[config.mk]
export PLATFORM = sky130hd
export DESIGN_NAME = frame_aligner
export DESIGN_NICKNAME = d
export VERILOG_FILES = /design/src/rtl/frame_aligner.sv
export SDC_FILE = /design/constraint.sdc
export NUM_CORES = 1
export LEC_CHECK = 0
export ABC_AREA = 1
export CAP_MARGIN = 0
export CELL_PAD_IN_SITES_DETAIL_PLACEMENT = 1
export CELL_PAD_IN_SITES_GLOBAL_PLACEMENT = 2
export CORE_MARGIN = 3
export CORE_UTILIZATION = 32
export DETAILED_ROUTE_END_ITERATION = 10
export GPL_TIMING_DRIVEN = 0
export PLACE_DENSITY_LB_ADDON = 0.1
export SYNTH_ARGS = -nofsm -noshare
export SYNTH_HDL_FRONTEND = slang
export SYNTH_SLANG_ARGS = --single-unit
[constraint.sdc]
create_clock -name i_clk -period 2 [get_ports i_clk]
set_input_delay 0.2 -clock i_clk [delete_from_list [all_inputs] [get_ports i_clk]]
set_output_delay 0.2 -clock i_clk [all_outputs]
set_load 0.02 [all_outputs]
[src/rtl/frame_aligner.sv]
// Receive-side frame aligner: hunts for the two-byte FAS, confirms lock over
// consecutive frames, then forwards frame-aligned bytes. Optional macro FRAME_ALIGNER_FAS_TOL_EN.
module frame_aligner #(
    parameter int          FRAME_LEN    = 4096,
    parameter logic [7:0]  FAS_B0       = 8'hF6,
    parameter logic [7:0]  FAS_B1       = 8'h28,
    parameter int          SYNC_CONFIRM = 2,
    parameter int          LOSS_THRESH  = 4
) (
    input  logic       i_clk,
    input  logic       i_rst,
    input  logic [7:0] i_rx_data,
    input  logic       i_rx_data_valid,
    output logic [7:0] o_frame_data,
    output logic       o_frame_data_valid,
    output logic       o_frame_data_fas,
    output logic       o_lof
);
    localparam int PW = $clog2(FRAME_LEN);

    typedef enum logic [1:0] {HUNT, PRESYNC, SYNC} state_t;

    state_t        state, state_nx;
    logic [7:0]    s0;
    logic [PW-1:0] pos, pos_nx, pos_inc;
    logic [2:0]    ccnt, ccnt_nx, ccnt_inc;
    logic [2:0]    mcnt, mcnt_nx, mcnt_inc;
    logic          match_exact, match_sync, chk_pt;
    logic          emit, emit_fas;

    assign match_exact = (s0 == FAS_B0) && (i_rx_data == FAS_B1);

`ifdef FRAME_ALIGNER_FAS_TOL_EN
    // In SYNC a single bit error in the FAS pair is forgiven.
    logic [15:0] fas_diff;
    assign fas_diff   = {s0, i_rx_data} ^ {FAS_B0, FAS_B1};
    assign match_sync = ($countones(fas_diff) <= 1);
`else
    assign match_sync = match_exact;
`endif

    assign chk_pt   = (pos == PW'(1));
    assign pos_inc  = (pos == PW'(FRAME_LEN - 1)) ? '0 : pos + PW'(1);
    assign ccnt_inc = ccnt + 3'd1;
    assign mcnt_inc = mcnt + 3'd1;

    always_comb begin
        state_nx = state;
        pos_nx   = pos;
        ccnt_nx  = ccnt;
        mcnt_nx  = mcnt;
        emit     = 1'b0;
        emit_fas = 1'b0;
        if (i_rx_data_valid) begin
            case (state)
                HUNT: begin
                    if (match_exact) begin
                        state_nx = PRESYNC;
                        pos_nx   = PW'(2);
                        ccnt_nx  = 3'd1;
                    end
                end
                PRESYNC: begin
                    pos_nx = pos_inc;
                    if (chk_pt) begin
                        if (match_exact) begin
                            ccnt_nx = ccnt_inc;
                            // Locking beat already carries FAS_B0 in s0, so emit it.
                            if (ccnt_inc == 3'(SYNC_CONFIRM)) begin
                                state_nx = SYNC;
                                mcnt_nx  = 3'd0;
                                emit     = 1'b1;
                                emit_fas = 1'b1;
                            end
                        end else begin
                            state_nx = HUNT;
                        end
                    end
                end
                SYNC: begin
                    pos_nx   = pos_inc;
                    emit     = 1'b1;
                    emit_fas = chk_pt;
                    if (chk_pt) begin
                        if (match_sync) begin
                            mcnt_nx = 3'd0;
                        end else begin
                            mcnt_nx = mcnt_inc;
                            if (mcnt_inc == 3'(LOSS_THRESH)) begin
                                state_nx = HUNT;
                                emit     = 1'b0;
                                emit_fas = 1'b0;
                            end
                        end
                    end
                end
                default: state_nx = HUNT;
            endcase
        end
    end

    always_ff @(posedge i_clk) begin
        if (i_rst) begin
            state              <= HUNT;
            s0                 <= 8'h00;
            pos                <= '0;
            ccnt               <= 3'd0;
            mcnt               <= 3'd0;
            o_frame_data       <= 8'h00;
            o_frame_data_valid <= 1'b0;
            o_frame_data_fas   <= 1'b0;
            o_lof              <= 1'b1;
        end else begin
            state              <= state_nx;
            pos                <= pos_nx;
            ccnt               <= ccnt_nx;
            mcnt               <= mcnt_nx;
            if (i_rx_data_valid)
                s0 <= i_rx_data;
            if (emit)
                o_frame_data <= s0;
            o_frame_data_valid <= emit;
            o_frame_data_fas   <= emit_fas;
            o_lof              <= (state_nx != SYNC);
        end
    end
endmodule
; Yosys cells after proc, flatten, opt, wreduce, memory -nomap -nowiden
; Cells that the tools add are included.
[word_totals]
wordCells = 69
regBits = 39
out_inout_bits = 11
[op_classes]
n_mux = 32
reduce_logical = 10
n_addsub = 3
eq_ne = 14
bitwise = 1
[op_table]
columns = operator, count
row1 = $mux W12, 2
row2 = $mux W3, 8
row3 = $pmux W12 S2, 1
row4 = $mux W2, 8
row5 = $add A12 B1 Y12 const B, 1
row6 = $eq A12 B1 Y1 const B, 1
row7 = $eq A12 B12 Y1 const B, 1
row8 = $ne A2 B2 Y1 const B, 6
row9 = $pmux W3 S2, 2
row10 = $eq A8 B6 Y1 const B, 1
row11 = $eq A8 B8 Y1 const B, 1
row12 = $mux W1, 8
row13 = $add A3 B1 Y3 const B, 2
row14 = $pmux W2 S3, 1
row15 = $reduce_and A6 Y1, 1
row16 = $reduce_bool A2 Y1, 3
row17 = $reduce_and A5 Y1, 1
row18 = $pmux W1 S2, 2
row19 = $reduce_or A2 Y1, 2
row20 = $eq A3 B2 Y1 const B, 1
row21 = $eq A3 B3 Y1 const B, 1
row22 = $reduce_and A3 Y1, 1
row23 = $eq A2 B1 Y1 const B, 1
row24 = $eq A2 B2 Y1 const B, 1
row25 = 3 further kinds, 3

; Longest topological paths before layout
[logic_depth]
word_depth = 8
ltp_mapped = 14
depth_no_buf = 12

; Worst setup path after synthesis
; No wires, ideal clock.
[synth_timing]
path_kind = register -> register
from = register state[1]
to = register pos[11]
arrival_ps = 1496
required_time_ps = 1886
stages_incl_launch_ff = 12
setup_slack_ps = 389
cell_sequence = dfxtp_1 -> inv_1 -> ha_1 -> inv_1 -> a21oi_1 -> nand2_2 -> buf_6 -> inv_6 -> buf_12 -> nand3_1 -> nand3_1 -> a21oi_2
[synth_via]
elab_chain_cells = 4
[synth_rtl]
columns = item, line
row1 = "start, declared", 23  ; state_t state, state_nx;
row2 = "start signal, assigned", 114  ; state <= state_nx;
row3 = $eq A2 B2 Y1 / $eq A2 B1 Y1 (equally long branches), 55  ; case (state)
row4 = $reduce_or A2 Y1 (no line), n/a
row5 = $reduce_bool A2 Y1 (no line), n/a
row6 = $reduce_and A3 Y1 (no line), n/a
row7 = "end signal, assigned", 115  ; pos <= pos_nx;
row8 = "end, declared", 25  ; logic [PW-1:0] pos, pos_nx, pos_inc;
; Parallel ways exist; a longest one is shown, timed or not.
; A chain may end at the register's enable or synchronous reset.

; Worst setup path after layout
[layout_timing]
from = register state[1]
to = register pos[2]
; The elaborated chain is that of the path after synthesis.

==> results by group <==
Outcome
  – Outcome: finished, final reports clean

Clocking
  – Post_cts resized: 0
  – Worst-case clock buffer depth: 2
  – Clock latency on the worst-skew pair: about 0.30 ns
  – Post-CTS Setup Inserts: 0
  – Clk Tree Root Cell: clkbuf_8
  – Clk sink count: 39
  – Post-CTS Hold Fix Bufs: 0
  – CTS buffer count: 5
  – H-tree levels: 2
  – Worst-path clk slew: 0.08 ns
  – CTS tree: yes

Route
  – Via Count: 1984
  – Via density: approximately 5
  – 1st-iter DRT viols: 42
  – TritonRoute pass-1 iters: 4
  – Drt drc: 0
  – Final ANT Viol Nets: 0
  – WL per Instance: 13.99 µm
  – Drt total wl: 5650 µm

Global route
  – Largest net degree at the start of global routing: 14
  – GR Overflow Total: 0
  – Initial antenna violation count: 0
  – First-pass GRT wire length: around 9600 µm
  – GR Util All Layers: 15.89%
  – Vias in the first global route: approximately 2000

STA
  – Final-report hold violation count: 0
  – Slew HR: 58.94%
  – Setup TNS: 0 ns
  – Clk_skew: 0.008559 ns
  – Fmax: between 0.5 and 0.6 GHz
  – Slew @ Worst Pin: slightly above 0.6 ns
  – Final setup fails: 0
  – Fin crit share: between 90% and 100%
  – Fin. max-slew vios: 0
  – RSZ-0062 raised after global routing: false
  – Min Clock Period, post-route: approximately 1.8 ns

Final layout
  – Final Core Density: between 30% and 40%
  – Final Non-Filler Cells: approximately 400
  – N_diodes: 0
  – Synth-to-layout area growth: 18.82%
  – Share of cells above drive strength 1: between 10% and 20%
  – Final #Nets: between 300 and 400
  – Fillers: roughly 840

Pwr
  – LEAKAGE: about 0.00094 µW
  – Pwr Total: between 1000 and 1500 µW
  – Pwr dens: between 500 and 600 nW/µm²
  – Worst-case vdd ir drop: slightly above 0.3 mV

Yosys
  – Leading area contributor after synthesis: dfxtp_1
  – Syn Nets: between 300 and 400
  – Commonest cells in the netlist: 58 x nand2_1, 49 x nor2_1, 39 x dfxtp_1, 25 x nand3_1, 24 x inv_1
  – Adder-cell share of the synthesized area: 5.828%
  – Post-synthesis async set-or-reset flop share: 0%
  – Most common flop cell mapped by yosys: dfxtp_1
  – Synth cell types: 38
  – Post-synth EDFFs: 0
  – Synth Area in XOR/XNOR: approximately 1.2%
  – Ys Warns: 0
  – Top-count cell post-synth: nand2_1
  – Avg Cell Area, Syn: 7.157 µm²
  – Top cells by area, synth: dfxtp_1 36%, nand2_1 10%, nor2_1 8.6%, ha_1 5.8%, nand3_1 5.8%
  – Syn Std Cell Area: between 2000 and 2500 µm²
  – Simple-gate share of the synthesized area: between 30% and 40%
  – Largest family of logic cells by synthesized area: simple AND/OR/NAND/NOR gates
  – Synth Area in Compound Gates: about 12%
  – Register area share after synthesis: between 30 and 40%
  – Mux contribution to synthesized area: 0%
  – Register bit total from synthesis: 39
  – Cells after Synth: 300
  – Share of the synthesized area in the top cell type: a little over a third

Critical path
  – WP buf/inv: 5
  – CP most frequent cell: inv_1
  – Crit Path Category: flip-flop to flip-flop
  – Worst setup SP type: flip-flop
  – Crit path max fanout: 10
  – CP delay by family, top: buffers and inverters
  – Worst endpoint data arrival time: approximately 2.0 ns
  – Max incr delay on CP: around 0.4 ns
  – CP required: approximately 2.2 ns
  – Setup crit end kind: flip-flop
  – Critical path's slowest cell: dfxtp_1
  – Critical Path, Cell by Cell: inv_1, ha_4, inv_1, a21oi_1, nand2_2, buf_6, inv_6, buf_12, nand3_1, nand2_1, nor2_2

Die
  – DIE HEIGHT: roughly 88 µm
  – DIE AREA: ~7700 µm²
  – Die X: slightly below 90 µm
  – Initial core utilization: 33.43%
  – I/O pin count: 22
  – Core area: between 6000 and 7000 µm²
  – Placement Rows: 29

Placement
  – # placed instances: 396
  – Gpl congestion: approximately 0.78
  – Final HPWL DP: 4384 µm
  – Port Buf Inserts: 19

Hold path
  – Class of the worst hold path: primary input to flip-flop

Job
  – Max_cap viols: 0
final cells by class:
class                      instances  area (µm²)  share of cell area, %
buffer                             7       51.30                  2.011
clock buffer                       5       68.82                  2.697
sequential                        39       780.7                  30.60
inverter                          28       110.1                  4.316
clock inverter                     3       20.02                 0.7847
multi-input combinational        226        1234                  48.36
timing repair buffer              19       190.2                  7.455
tap                               77       96.34                  3.776
worst reg2reg max path, stage by stage, from the launching register on:
cell	delay, ns
dfxtp_1	0.40
inv_1	0.13
ha_4	0.32
inv_1	0.08
a21oi_1	0.15
nand2_2	0.10
buf_6	0.16
inv_6	0.07
buf_12	0.12
nand3_1	0.07
nand2_1	0.09
nor2_2	0.03
report_power, final:
part	switching, µW	internal [µW]	total [µW]
Clock	304	243	547
Sequential	8.58	787	796
Combinational	44.4	28.7	73.1
Total	357	1060	1420
layer usage:
layer / global-route usage, % / wire (µm) / vias up
li1: - / - / 1024
met1: 22.91 / 2964 / 936
met2: 24.73 / 2517 / 20
met3: 2.822 / 127 / 4
met4: 3.347 / 40 / 0
met5: 0 / 0 / -
sequential cells by signal, summed over array words and instances, names as in the netlist:
register,cells
state,2
mcnt,3
s0,8
o_frame_data_fas,1
ccnt,3
o_frame_data_valid,1
o_lof,1
o_frame_data,8
pos,12
logic make-up (layout without fill, tap and decap cells):
kind of cell | count (synthesis) | in the layout
compound gates | 45 | 45
xor+xnor | 3 | 3
fa+ha+maj | 10 | 10
buf+inv | 35 | 62
flops | 39 | 39
simple gates | 168 | 168
final timing paths:
check                                                   from                           end  slack, ns  cells past startpoint
worst min register to register  o_frame_data[6]$_SDFFE_PP0P_  o_frame_data[6]$_SDFFE_PP0P_       0.47                      2
worst max register to register           state[1]$_SDFF_PP0_           pos[2]$_SDFFE_PP0P_       0.18                     11
worst max-delay path                     state[1]$_SDFF_PP0_           pos[2]$_SDFFE_PP0P_       0.18                     11
worst min-delay path                         i_rx_data_valid   o_frame_data_fas$_SDFF_PP0_       0.32                      3
stage by stage:
step                setup slack, ns  hold WS, ns  cell area (µm²)
finish                       0.1781       0.3169             2551
global route                0.01053       0.3501             2551
CTS                         0.03000       0.3239             2522
detailed placement         -0.01030       0.4591             2434
global placement          -0.001981       0.4525             2434
floorplan                    0.3894       0.3349             2147
cells in the final DEF, fill, tap and decap left out, drive strengths merged:
| master | Yosys | routed |
|---|---|---|
| a211oi | 4 | 4 |
| a21oi | 22 | 22 |
| a31oi | 1 | 1 |
| and2 | 1 | 1 |
| buf | 3 | 3 |
| clkbuf | 4 | 9 |
| clkdlybuf4s50 | 0 | 19 |
| clkinv | 1 | 2 |
| clkinvlp | 0 | 2 |
| dfxtp | 39 | 39 |
| ha | 10 | 10 |
| inv | 27 | 27 |
| nand2 | 68 | 68 |
| nand3 | 25 | 25 |
| nand3b | 2 | 2 |
| nand4 | 6 | 6 |
| nor2 | 56 | 56 |
| nor3 | 4 | 4 |
| nor3b | 2 | 2 |
| o211a | 2 | 2 |
| o21a | 1 | 1 |
| o21ai | 14 | 14 |
| o21bai | 1 | 1 |
| or2 | 4 | 4 |
| xnor2 | 1 | 1 |
| xor2 | 2 | 2 |
Note: power is estimated with default switching activity, not from simulation.
